--- src/rtl/bus_reg_pkg.sv ---
// Shared definitions for the bus register bank: FSM state encoding,
// index-width helper and synchroniser reset constants.
package bus_reg_pkg;

    typedef enum logic [1:0] {
        IDLE  = 2'd0,
        WRITE = 2'd1,
        READ  = 2'd2,
        HOLD  = 2'd3
    } state_t;

    // Idle level of the active-low strobes and of the active-high chip select
    localparam logic STB_N_RST_VAL = 1'b1;
    localparam logic CS_RST_VAL    = 1'b0;

    // Number of index bits needed to address 'depth' words
    function automatic int idx_width(input int depth);
        int w;
        w = 32'sd0;
        for (int i = 0; i < 31; i++) begin
            if ((32'sd1 << i) < depth) begin
                w = i + 32'sd1;
            end else begin
                w = w;
            end
        end
        return w;
    endfunction

endpackage

--- src/rtl/strobe_sync.sv ---
// Multi-flop synchroniser for one asynchronous bus strobe, with an optional
// falling-edge detector fed from one extra flop behind the chain.
module strobe_sync #(
    parameter int   STAGES  = 3,
    parameter logic RST_VAL = 1'b1,
    parameter bit   EDGE_EN = 1'b1
) (
    input  logic clk,
    input  logic rst,
    input  logic async_in,
    output logic sync_out,
    output logic fall_out
);

    logic [STAGES-1:0] chain_r;

    // Shift the asynchronous input through the synchroniser chain
    always_ff @(posedge clk or posedge rst) begin
        if (rst) begin
            chain_r <= {STAGES{RST_VAL}};
        end else begin
            chain_r <= {chain_r[STAGES-2:0], async_in};
        end
    end

    assign sync_out = chain_r[STAGES-1];

    generate
        if (EDGE_EN) begin : g_edge
            logic dly_r;

            // Delay the synced level by one cycle so a 1->0 step can be seen
            always_ff @(posedge clk or posedge rst) begin
                if (rst) begin
                    dly_r <= RST_VAL;
                end else begin
                    dly_r <= sync_out;
                end
            end

            assign fall_out = dly_r & ~sync_out;
        end else begin : g_no_edge
            assign fall_out = 1'b0;
        end
    endgenerate

endmodule

--- src/rtl/bus_reg_bank.sv ---
// Register bank behind the asynchronous processor bus. Strobes are
// synchronised, their falling edges start one single-cycle write or read.
// Optional feature: define BUS_REG_BANK_RANGE_CHECK_EN to reject accesses
// whose upper address bits are non-zero and flag them on range_err.
module bus_reg_bank
    import bus_reg_pkg::*;
#(
    parameter int              DATA_W      = 32,
    parameter int              DEPTH       = 8,
    parameter int              ADDR_W      = 24,
    parameter int              SYNC_STAGES = 3,
    parameter logic [DATA_W-1:0] RESET_VAL = '0,
    localparam int             IDX_W       = idx_width(DEPTH)
) (
    input  logic                clk,
    input  logic                rst,
    input  logic [ADDR_W-1:0]   address,
    input  logic [DATA_W-1:0]   data_in,
    input  logic [DATA_W/8-1:0] be,
    input  logic                ws_n,
    input  logic                rs_n,
    input  logic                as,
    output logic [DATA_W-1:0]   data_out,
    output logic [DATA_W-1:0]   ctrl_q,
    output logic                wr_stb,
    output logic [IDX_W-1:0]    wr_idx,
    output logic                busy,
    output logic                range_err
);

    logic [DATA_W-1:0] regs_r [DEPTH];
    logic [DATA_W-1:0] data_out_r;
    logic              wr_stb_r;
    logic [IDX_W-1:0]  wr_idx_r;
    logic              busy_r;
    state_t            state_r;
    state_t            state_nxt_s;

    logic ws_sync_s, ws_fall_s;
    logic rs_sync_s, rs_fall_s;
    logic as_sync_s, as_fall_unused_s;
    logic wr_start_s, rd_start_s;
    logic in_range_s;
    logic [IDX_W-1:0] idx_s;
    logic unused_addr_s;

    strobe_sync #(.STAGES(SYNC_STAGES), .RST_VAL(STB_N_RST_VAL), .EDGE_EN(1'b1)) u_ws_sync (
        .clk(clk), .rst(rst), .async_in(ws_n), .sync_out(ws_sync_s), .fall_out(ws_fall_s)
    );

    strobe_sync #(.STAGES(SYNC_STAGES), .RST_VAL(STB_N_RST_VAL), .EDGE_EN(1'b1)) u_rs_sync (
        .clk(clk), .rst(rst), .async_in(rs_n), .sync_out(rs_sync_s), .fall_out(rs_fall_s)
    );

    strobe_sync #(.STAGES(SYNC_STAGES), .RST_VAL(CS_RST_VAL), .EDGE_EN(1'b0)) u_as_sync (
        .clk(clk), .rst(rst), .async_in(as), .sync_out(as_sync_s), .fall_out(as_fall_unused_s)
    );

    // Byte offset bits never select anything; upper bits only matter with range checking
    assign unused_addr_s = ^{address[ADDR_W-1:IDX_W+2], address[1:0]};
    assign idx_s         = address[IDX_W+1:2];
    assign wr_start_s    = ws_fall_s & as_sync_s;
    assign rd_start_s    = rs_fall_s & as_sync_s;

`ifdef BUS_REG_BANK_RANGE_CHECK_EN
    assign in_range_s = (address[ADDR_W-1:IDX_W+2] == {(ADDR_W-IDX_W-2){1'b0}});
`else
    assign in_range_s = 1'b1;
`endif

    // FSM state register
    always_ff @(posedge clk or posedge rst) begin
        if (rst) begin
            state_r <= IDLE;
        end else begin
            state_r <= state_nxt_s;
        end
    end

    // Next-state logic; a simultaneous write and read start resolves to the write
    always_comb begin
        state_nxt_s = state_r;
        case (state_r)
            IDLE: begin
                if (wr_start_s) begin
                    state_nxt_s = WRITE;
                end else if (rd_start_s) begin
                    state_nxt_s = READ;
                end else begin
                    state_nxt_s = IDLE;
                end
            end
            WRITE:   state_nxt_s = HOLD;
            READ:    state_nxt_s = HOLD;
            HOLD: begin
                if (ws_sync_s && rs_sync_s) begin
                    state_nxt_s = IDLE;
                end else begin
                    state_nxt_s = HOLD;
                end
            end
            default: state_nxt_s = IDLE;
        endcase
    end

    // Register array, read data, write pulse/index and busy flag
    always_ff @(posedge clk or posedge rst) begin
        if (rst) begin
            for (int i = 0; i < DEPTH; i++) begin
                regs_r[i] <= RESET_VAL;
            end
            data_out_r <= {DATA_W{1'b0}};
            wr_stb_r   <= 1'b0;
            wr_idx_r   <= {IDX_W{1'b0}};
            busy_r     <= 1'b0;
        end else begin
            wr_stb_r <= 1'b0;
            busy_r   <= (state_nxt_s != IDLE);
            if (state_r == WRITE && in_range_s) begin
                for (int b = 0; b < DATA_W/8; b++) begin
                    if (be[b]) begin
                        regs_r[idx_s][8*b +: 8] <= data_in[8*b +: 8];
                    end
                end
                wr_stb_r <= 1'b1;
                wr_idx_r <= idx_s;
            end
            if (state_r == READ) begin
                data_out_r <= in_range_s ? regs_r[idx_s] : {DATA_W{1'b0}};
            end
        end
    end

`ifdef BUS_REG_BANK_RANGE_CHECK_EN
    logic range_err_r;

    // Sticky flag for any access outside the implemented window
    always_ff @(posedge clk or posedge rst) begin
        if (rst) begin
            range_err_r <= 1'b0;
        end else if ((state_r == WRITE || state_r == READ) && !in_range_s) begin
            range_err_r <= 1'b1;
        end
    end

    assign range_err = range_err_r;
`else
    assign range_err = 1'b0;
`endif

    assign data_out = data_out_r;
    assign ctrl_q   = regs_r[0];
    assign wr_stb   = wr_stb_r;
    assign wr_idx   = wr_idx_r;
    assign busy     = busy_r;

endmodule
--- config.mk ---
export PLATFORM = sky130hd
export DESIGN_NAME = bus_reg_bank
export DESIGN_NICKNAME = d
export VERILOG_FILES = /design/src/rtl/bus_reg_pkg.sv /design/src/rtl/strobe_sync.sv /design/src/rtl/bus_reg_bank.sv
export SDC_FILE = /design/constraint.sdc
export NUM_CORES = 1
export LEC_CHECK = 0
export CAP_MARGIN = 25
export CORE_ASPECT_RATIO = 1.4
export CORE_MARGIN = 2
export CORE_UTILIZATION = 45
export CTS_BUF_LIST = sky130_fd_sc_hd__clkbuf_4 sky130_fd_sc_hd__clkbuf_8
export DETAILED_ROUTE_END_ITERATION = 8
export PLACE_DENSITY = 0.75
export SYNTH_ARGS = -nofsm -noshare
export SYNTH_HDL_FRONTEND = slang
export SYNTH_SLANG_ARGS = --single-unit
--- constraint.sdc ---
create_clock -name clk -period 14.3 [get_ports clk]
set_input_delay 2.145 -clock clk [delete_from_list [all_inputs] [get_ports clk]]
set_output_delay 2.145 -clock clk [all_outputs]
set_load 0.01 [all_outputs]
## Word-level counts from Yosys, hierarchy flattened

Index checks and enable logic that the tools add are counted.

- Register bits: 306
- Bits of input ports: 65
- Output and inout bits: 70
- Word-level logic and storage cells: 62

- Order comparisons: 2
- Equal/unequal tests: 3
- Mux-type cells: 27
- Bitwise operators: 7
- Reductions and logical operators: 5

Operator list:

| cell | count |
|---|---|
| 2-to-1 mux 256 bit | 7 |
| bitwise mux 256 bit | 4 |
| demux 32 bit (select 3 bit) | 4 |
| binary-select mux 32 bit (select 3 bit) | 1 |
| 2-to-1 mux 32 bit | 3 |
| 2-to-1 mux 24 bit | 1 |
| 2-to-1 mux 16 bit | 1 |
| 2-to-1 mux 8 bit | 1 |
| 2-to-1 mux 2 bit | 3 |
| case mux 2 bit (3 select lines) | 1 |
| bitwise AND 1 bit | 4 |
| equality test 2 bit (second input constant) | 2 |
| >= comparator 4 bit (second input constant) | 1 |
| < comparator 4 x 1 -> 1 bit (second input constant) | 1 |
| inverter 3 -> 4 bit | 1 |
| equality test 2 x 1 -> 1 bit (second input constant) | 1 |
| logical AND 1 bit | 2 |
| zero test 2 bit | 1 |
| inverter 1 bit | 2 |
| nonzero test 2 bit | 1 |
| OR reduction 2 bit | 1 |
| 2-to-1 mux 1 bit | 1 |

## Depth between registers and ports, before layout

Gate-level depths: netlist of the first run.

- Depth after elaboration: 16
- Mapped depth: 7
- Depth with buffers taken out: 6

## Cells and area by module

From an unflattened synthesis of the first run, not the netlist that was laid out.

- Cell total of the unflattened synthesis: 1,004
- Area, all modules: 13,809.5 µm²

Modules (own cells, without submodules):

| module | instances | cells an instance | area an instance (µm²) | sequential area each (µm²) |
|---|---|---|---|---|
| bus_reg_bank | 1 | 986 | 13,474.2 | 7,382.1 |
| strobe_sync at u_rs_sync ... | 2 | 6 | 122.6 | 105.1 |
| strobe_sync at u_as_sync | 1 | 6 | 90.1 | 75.1 |

## Worst setup path after synthesis of the first run

No wires, ideal clock.

- Path kind: input to register
- Start: input address[4]
- End: register regs_r[160] in the netlist's numbering
- Library setup time: 0.125 ns
- Data arrival time: 3.299 ns
- Required time: 14.175 ns
- Setup slack: 10.877 ns
- Stages: 5
- Path buffers: 1
- Cells stage by stage: buf_6 -> and2b_4 -> nand2_8 -> nor2_8 -> mux2_2

- Word-level cells in the longest chain between the ends: 16
- Elaborated cells on any way between the ends: 20
- Classes of those cells: 2 x order compare; 16 x mux; 1 x bitwise; 1 x reduce/logical

Ends and longest elaborated chain:

| what | RTL line | source |
|---|---|---|
| start: declaration | bus_reg_bank.sv:17 | `input logic [ADDR_W-1:0] address,` |
| inverter 3 -> 4 bit (implied by the code) (*) | bus_reg_bank.sv:122 | `regs_r[idx_s][8*b +: 8] <= data_in[8*b +: 8];` |
| >= comparator 4 bit (implied by the code) / < comparator 4 x 1 -> 1 bit (equally long branches) | bus_reg_bank.sv:122 |  |
| logical AND 1 bit (implied by the code) | bus_reg_bank.sv:122 |  |
| 2-to-1 mux 8 bit (implied by the code) | bus_reg_bank.sv:122 |  |
| demux 32 bit (select 3 bit) | bus_reg_bank.sv:122 |  |
| bitwise mux 256 bit | bus_reg_bank.sv:122 |  |
| 2-to-1 mux 256 bit | bus_reg_bank.sv:121 | `if (be[b]) begin` |
| 2-to-1 mux 256 bit | bus_reg_bank.sv:119 | `if (state_r == WRITE && in_range_s) begin` |
| bitwise mux 256 bit | bus_reg_bank.sv:122 |  |
| 2-to-1 mux 256 bit | bus_reg_bank.sv:121 |  |
| 2-to-1 mux 256 bit | bus_reg_bank.sv:119 |  |
| bitwise mux 256 bit | bus_reg_bank.sv:122 |  |
| 2-to-1 mux 256 bit | bus_reg_bank.sv:121 |  |
| 2-to-1 mux 256 bit | bus_reg_bank.sv:119 |  |
| bitwise mux 256 bit | bus_reg_bank.sv:122 |  |
| 2-to-1 mux 256 bit (*) | bus_reg_bank.sv:121 |  |
| end signal: indexed assignment | bus_reg_bank.sv:122 |  |
| end: declaration | bus_reg_bank.sv:31 | `logic [DATA_W-1:0] regs_r [DEPTH];` |

Every way passes the cells marked *; elsewhere a longest branch is shown, timed or not. The select of a mux whose other input is x is not followed.
A chain may end at the register's enable or synchronous reset.

## Worst setup path after layout of the first run

- Start: input address[3]
- End: register data_out_r[13] (netlist: data_out[13])

- Word-level cells in the longest chain between the ends: 4

Ends and longest elaborated chain:

| what | RTL line | source |
|---|---|---|
| inverter 3 -> 4 bit (implied by the code) | bus_reg_bank.sv:129 | `data_out_r <= in_range_s ? regs_r[idx_s] : {DATA_W{1'b0}};` |
| binary-select mux 32 bit (select 3 bit) | bus_reg_bank.sv:129 |  |
| 2-to-1 mux 32 bit (implied by the code) (2 in series) | bus_reg_bank.sv:129 |  |
| end signal: assignment | bus_reg_bank.sv:112 | `data_out_r <= {DATA_W{1'b0}};` |
| end signal: assignment | bus_reg_bank.sv:129 |  |
| end: declaration | bus_reg_bank.sv:32 | `logic [DATA_W-1:0] data_out_r;` |

No other way between the ends. The select of a mux whose other input is x is not followed.

==> results of run 1 <==
cell type report:
cell class / instances / area (sq um)
diodes: 2 / 5.005
inverters: 7 / 33.78
well taps: 395 / 494.2
repair buffers: 126 / 1242
multi-input cells: 634 / 5992
flip-flops and latches: 306 / 7667
fillers: 2684 / 15030
clock buffers: 76 / 939.7
flip-flops by register name (all words and copies together) (netlist names):
signal / cells
u_ws_sync.chain_r: 3
u_rs_sync.chain_r: 3
busy: 1
u_rs_sync.g_edge.dly_r: 1
state_r: 2
wr_stb: 1
u_as_sync.chain_r: 3
wr_idx: 3
ctrl_q: 32
u_ws_sync.g_edge.dly_r: 1
data_out: 32
regs_r: 224
per-layer routing:
metal | vias to the layer above | global-route usage
met4 | 0 | 0.05525
met1 | 4410 | 0.2479
met3 | 45 | 0.03739
met2 | 162 | 0.3417
li1 | 3884 | -
met5 | - | 0
worst paths after layout:
kind | slack (ps) | startpoint | endpoint
max | 9640 | address[3] | data_out[13]
min | 350 | u_as_sync.chain_r[0] | u_as_sync.chain_r[1]
max reg2reg | 11850 | state_r[1] | regs_r[162]
min reg2reg | 350 | u_as_sync.chain_r[0] | u_as_sync.chain_r[1]
max in group asynchronous | 10170 | rst | regs_r[212]
min in group asynchronous | 2130 | rst | ctrl_q[2]
layout by cell type, fill, tap and decap left out, types with 12 or more instances in the layout:
cell and count:
a21oi_1 29, a22o_1 18, a22oi_1 39, a31oi_1 28, buf_4 15, clkbuf_4 17, clkbuf_8 59, clkdlybuf4s50_1 109
dfrtp_1 298, mux2_1 21, mux2_2 263, mux2i_1 49, nand2_1 15, nand2b_1 12, nor2_1 37, nor2_4 14
nor2_8 18, o21ai_0 14
logic make-up (layout without fill, tap and decap cells):
kind of cell               Yosys count  in the layout  synth area share
buffers and inverters               87            209           0.04062
and+or+nand+nor                    140            140           0.08044
adders and majority gates            4              4          0.003517
muxes                              334            334            0.2607
AOI/OAI and AO/OA                  155            155           0.07569
other                                1              3         0.0002635
DFF                                306            306            0.5387
through the flow:
step / std cells / area [sq um]
floorplan: 1027 / 14230
global placement: 1466 / 15390
detailed placement: 1466 / 15390
CTS: 1542 / 16330
global route: 1544 / 16370
finish: 1546 / 16370
where the power goes:
| group | internal, mW | switching [mW] | total, mW |
|---|---|---|---|
| Clock | 0.409 | 0.318 | 0.728 |
| Sequential | 1.28 | 0.220 | 1.50 |
| Combinational | 0.587 | 0.402 | 0.989 |
| Total | 2.27 | 0.940 | 3.21 |
==> reports/metrics.yaml, run 1 <==
gr-total-overflow: 0
portBuffers: 112
cts_buffers: 44
fin_ws_ps: 9637
fmax_ghz: 0.2145
power.density_nw_per_um2: 196.3
relSlewSlack: 0.3212
critPathBufInv: 2
crit_arrival_ps: 5140
crit_slowest_cell: "and2_1"
synth_ff_type: "dfrtp_1"
drt_iter0_markers: 536
cts_tree: "built"
post_drt_wl_per_cell_microns: 20.32
ys_warn_count: 0
ys_types: 47
die-area_sq_um: 33090
setup_viol: 0
place.gp.congestion: 0.7485
netlist_instances: 1027
top_layer: "met4"
crit_path_max_fanout: 61
io_pins: 135
utilization: 0.5214
wl_met1_microns: 13170
synthTopCellsByCount: "298 x dfrtp_1, 263 x mux2_2, 49 x mux2i_1"
nNetsFinal: 1188
ys_seq_area_frac: 0.5387
cp.required_ps: 14770
startpoint_type: "input port"
syn_area_sq_um: 14230
drt_first_pass_iters: 4
async_flop_share: 1.000
met3_wirelength_microns: 1415
synthTopCellsByArea: "dfrtp_1 52%, mux2_2 21%, mux2i_1 3.4%, nor2_8 2.5%, buf_4 2.3%"
fin_tns_setup_ps: 0
wl_met2_microns: 16180
worstMarginPinSlew_ps: 1018
ctsHoldBuffers: 0
hold_ws_ps: 346.2
cpLargestDelayFamily: "simple AND/OR/NAND/NOR gates"
antenna_found_initial: 0
crit_chain: "buf_4 > buf_4 > nor2b_2 > and2_1 > a22oi_1 > a31oi_1"
clockBufferDepth: 3
critPathKind: "input port to flip-flop"
post_cts_resized: 0
max-cap-violations: 0
end_kind: "flip-flop"
path_depth: 6
placement.setup.worst_slack_ps: 9055
rsz0062_at_grt: "false"
leakagePower_nw: 7.645
netlist.area_leader.share: 0.5240
yosys.area.top_type: "dfrtp_1"
vias: 8501
drt-total-wl_microns: 31420
crit_top_cell: "buf_4"
run_status: "finished clean"
synth_most_common_cell: "dfrtp_1"
grt_max_degree: 109
drtAntennaViolNets: 0
start_util: 0.4532
fp.dieW_microns: 154.3
cts-root-buf: "clkbuf_8"
r2r_cells: 6
cpPeakStageDelay_ps: 860
synth_edf_count: 0
synth-seq-cells: 306
fin_crit_ps: 4663
drive_gt1_frac: 0.3621
syn-num-nets: 1096
path_clk_slew_ps: 60
vdd_drop_max_mv: 0.05977
dieHeight_microns: 214.4
post-route-drc-count: 0
avgSynthCellArea_sq_um: 13.86
cts_sinks: 306
hold_path_class: "flip-flop to flip-flop"
syn_to_final_growth_pct: 15.05
htreeDepth: 2
hold_violations: 0
fp-row-count: 77
total_power_mw: 3.214
cts_setup_buffers: 0
insertion_delay_ps: 560
skew_ps: 11.07
grt_usage: 0.1955
grt_pass1_wl_microns: 51020
via_per_inst: 5.499
final_max_slew_viol_count: 0
grt_pass1_vias: 9154
core_sq_um: 31410
holdPathStages: 0
fin_crit_sh: 0.3261
dp_hpwl_microns: 19990
No activity file was read; power rests on OpenSTA's default activity.
==> run 2: changes to the inputs <==
clock period = 4.5 ns   (was 14.3 ns; I/O delays follow)
==> run 2 against run 1 <==
Effect of this change:
- sequential power grew to 3.2 times the previous value
- flip-flop and latch count unchanged
- utilization is 0.47 points higher
- combinational power increased to 3.2 times the previous value
- worst hold slack better by 4.6 ps
- via count grew 1.4%
==> reports/metrics.yaml, run 2 (synthesis results as in run 1) <==
run_status: "finished clean"
critPathBufInv: 1
dp.cells: 1470
r2r_cells: 6
grt_pass1_wl_microns: 50720
via_per_inst: 5.538
drt_iter0_markers: 483
max-cap-violations: 0
fp.dieW_microns: 154.3
drtAntennaViolNets: 0
skew_ps: 16.91
crit_arrival_ps: 3110
crit_end: "data_out[21]"
grt_pass1_vias: 9127
io_pins: 135
grt_use_met3: 0.03597
end_kind: "flip-flop"
place.gp.congestion: 0.7474
total_power_mw: 10.53
final_max_slew_viol_count: 0
leakagePower_nw: 7.724
nNetsFinal: 1192
antenna_found_initial: 1
p_clk_frac: 0.246
critPathKind: "input port to flip-flop"
path_depth: 5
switchingPower_mw: 3.066
clockBufferDepth: 3
dp_hpwl_microns: 20330
path_clk_slew_ps: 60
relSlewSlack: 0.3627
setup_viol: 0
hold_ws_ps: 350.9
dieHeight_microns: 214.4
largest_register_ffs: 224
crit_chain: "buf_4 > nor2b_2 > and2_1 > a22oi_1 > a31oi_1"
p_seq_frac: 0.454
rsz0062_at_grt: "false"
cpPeakStageDelay_ps: 820
num_antenna_cells: 0
utilization: 0.5260
power.density_nw_per_um2: 637.2
cts-root-buf: "clkbuf_8"
die-area_sq_um: 33090
post-route-drc-count: 0
cts_tree: "built"
r2r_slack_ps: 2060
startpoint_type: "input port"
use_met1: 0.2464
p_int_mw: 7.461
cts_setup_buffers: 0
hold_path_class: "flip-flop to flip-flop"
registers.top_by_ff_count: "regs_r"
cts_buffers: 46
fp-row-count: 77
crit_path_max_fanout: 57
core_sq_um: 31410
r2r-end: "regs_r[162]"
use_met2: 0.3293
drt-total-wl_microns: 31760
cp.required_ps: 5000
syn_to_final_growth_pct: 16.08
drive_gt1_frac: 0.3678
post_cts_resized: 0
netSwitchingFraction: 0.2912
cpLargestDelayFamily: "simple AND/OR/NAND/NOR gates"
r2r-start: "state_r[1]"
final_cell_mix: "298 x dfrtp_1, 263 x mux2_2, 109 x clkdlybuf4s50_1"
fin_crit_ps: 2609
crit_start: "address[3]"
drt_first_pass_iters: 5
htreeDepth: 2
p_comb_frac: 0.300
portBuffers: 112
insertion_delay_ps: 580
grt_max_degree: 133
vias: 8617
placement.setup.worst_slack_ps: 1277
vdd_drop_max_mv: 0.2141
post_drt_wl_per_cell_microns: 20.41
fmax_ghz: 0.3833
worstMarginPinSlew_ps: 956.0
ctsHoldBuffers: 0
start_util: 0.4532
cts_sinks: 306
gr-total-overflow: 0
hold_violations: 0
fin_ws_ps: 1891
busiest_layer: "met2"
final_common_cell: "dfrtp_1"
fin_crit_sh: 0.5798
grt_usage: 0.1941
instances_no_fill: 1556
crit_slowest_cell: "and2_1"
==> run 2: final cells by class <==
| class | instances | area (sq um) |
|---|---|---|
| fillers | 2617 | 14890 |
| repair buffers | 128 | 1259 |
| clock buffers | 80 | 975.9 |
| inverters | 7 | 30.03 |
| flip-flops and latches | 306 | 7667 |
| clock inverters | 6 | 105.1 |
| multi-input cells | 634 | 5989 |
| well taps | 395 | 494.2 |
==> run 2: worst min path at each step <==
stage	from	to	cells past startpoint
finish	u_as_sync.chain_r[1]	u_as_sync.chain_r[2]	0
global route	u_as_sync.chain_r[0]	u_as_sync.chain_r[1]	0
CTS	u_as_sync.chain_r[1]	u_as_sync.chain_r[2]	0
detailed placement	u_as_sync.chain_r[1]	u_as_sync.chain_r[2]	0
global placement	u_as_sync.chain_r[0]	u_as_sync.chain_r[1]	0
floorplan	u_as_sync.chain_r[0]	u_as_sync.chain_r[1]	0
==> run 2: metal layers <==
layer  vias up  share of wire
met1      4494           0.42
met5         -        0.00041
met4         2          0.027
met2       174           0.51
met3        50          0.043
li1       3897              -
==> run 2: power by group through the flow <==
stage          sequential [mW]  combinational, mW  clock, mW
2_1_floorplan             4.68               2.25          0
3_3_place_gp              4.74               3.09          0
3_5_place_dp              4.82               3.19          0
4_1_cts                   4.78               3.20       2.65
5_1_grt                   4.94               3.43       2.77
6_report                  4.78               3.16       2.59
==> run 2: through the flow <==
step / instance area (sq um) / setup TNS [ps]
final: 16520 / 0
after global routing: 16520 / 0
after CTS: 16520 / 0
after detailed placement: 15440 / 0
after global placement: 15440 / 0
after floorplan: 14240 / -71350
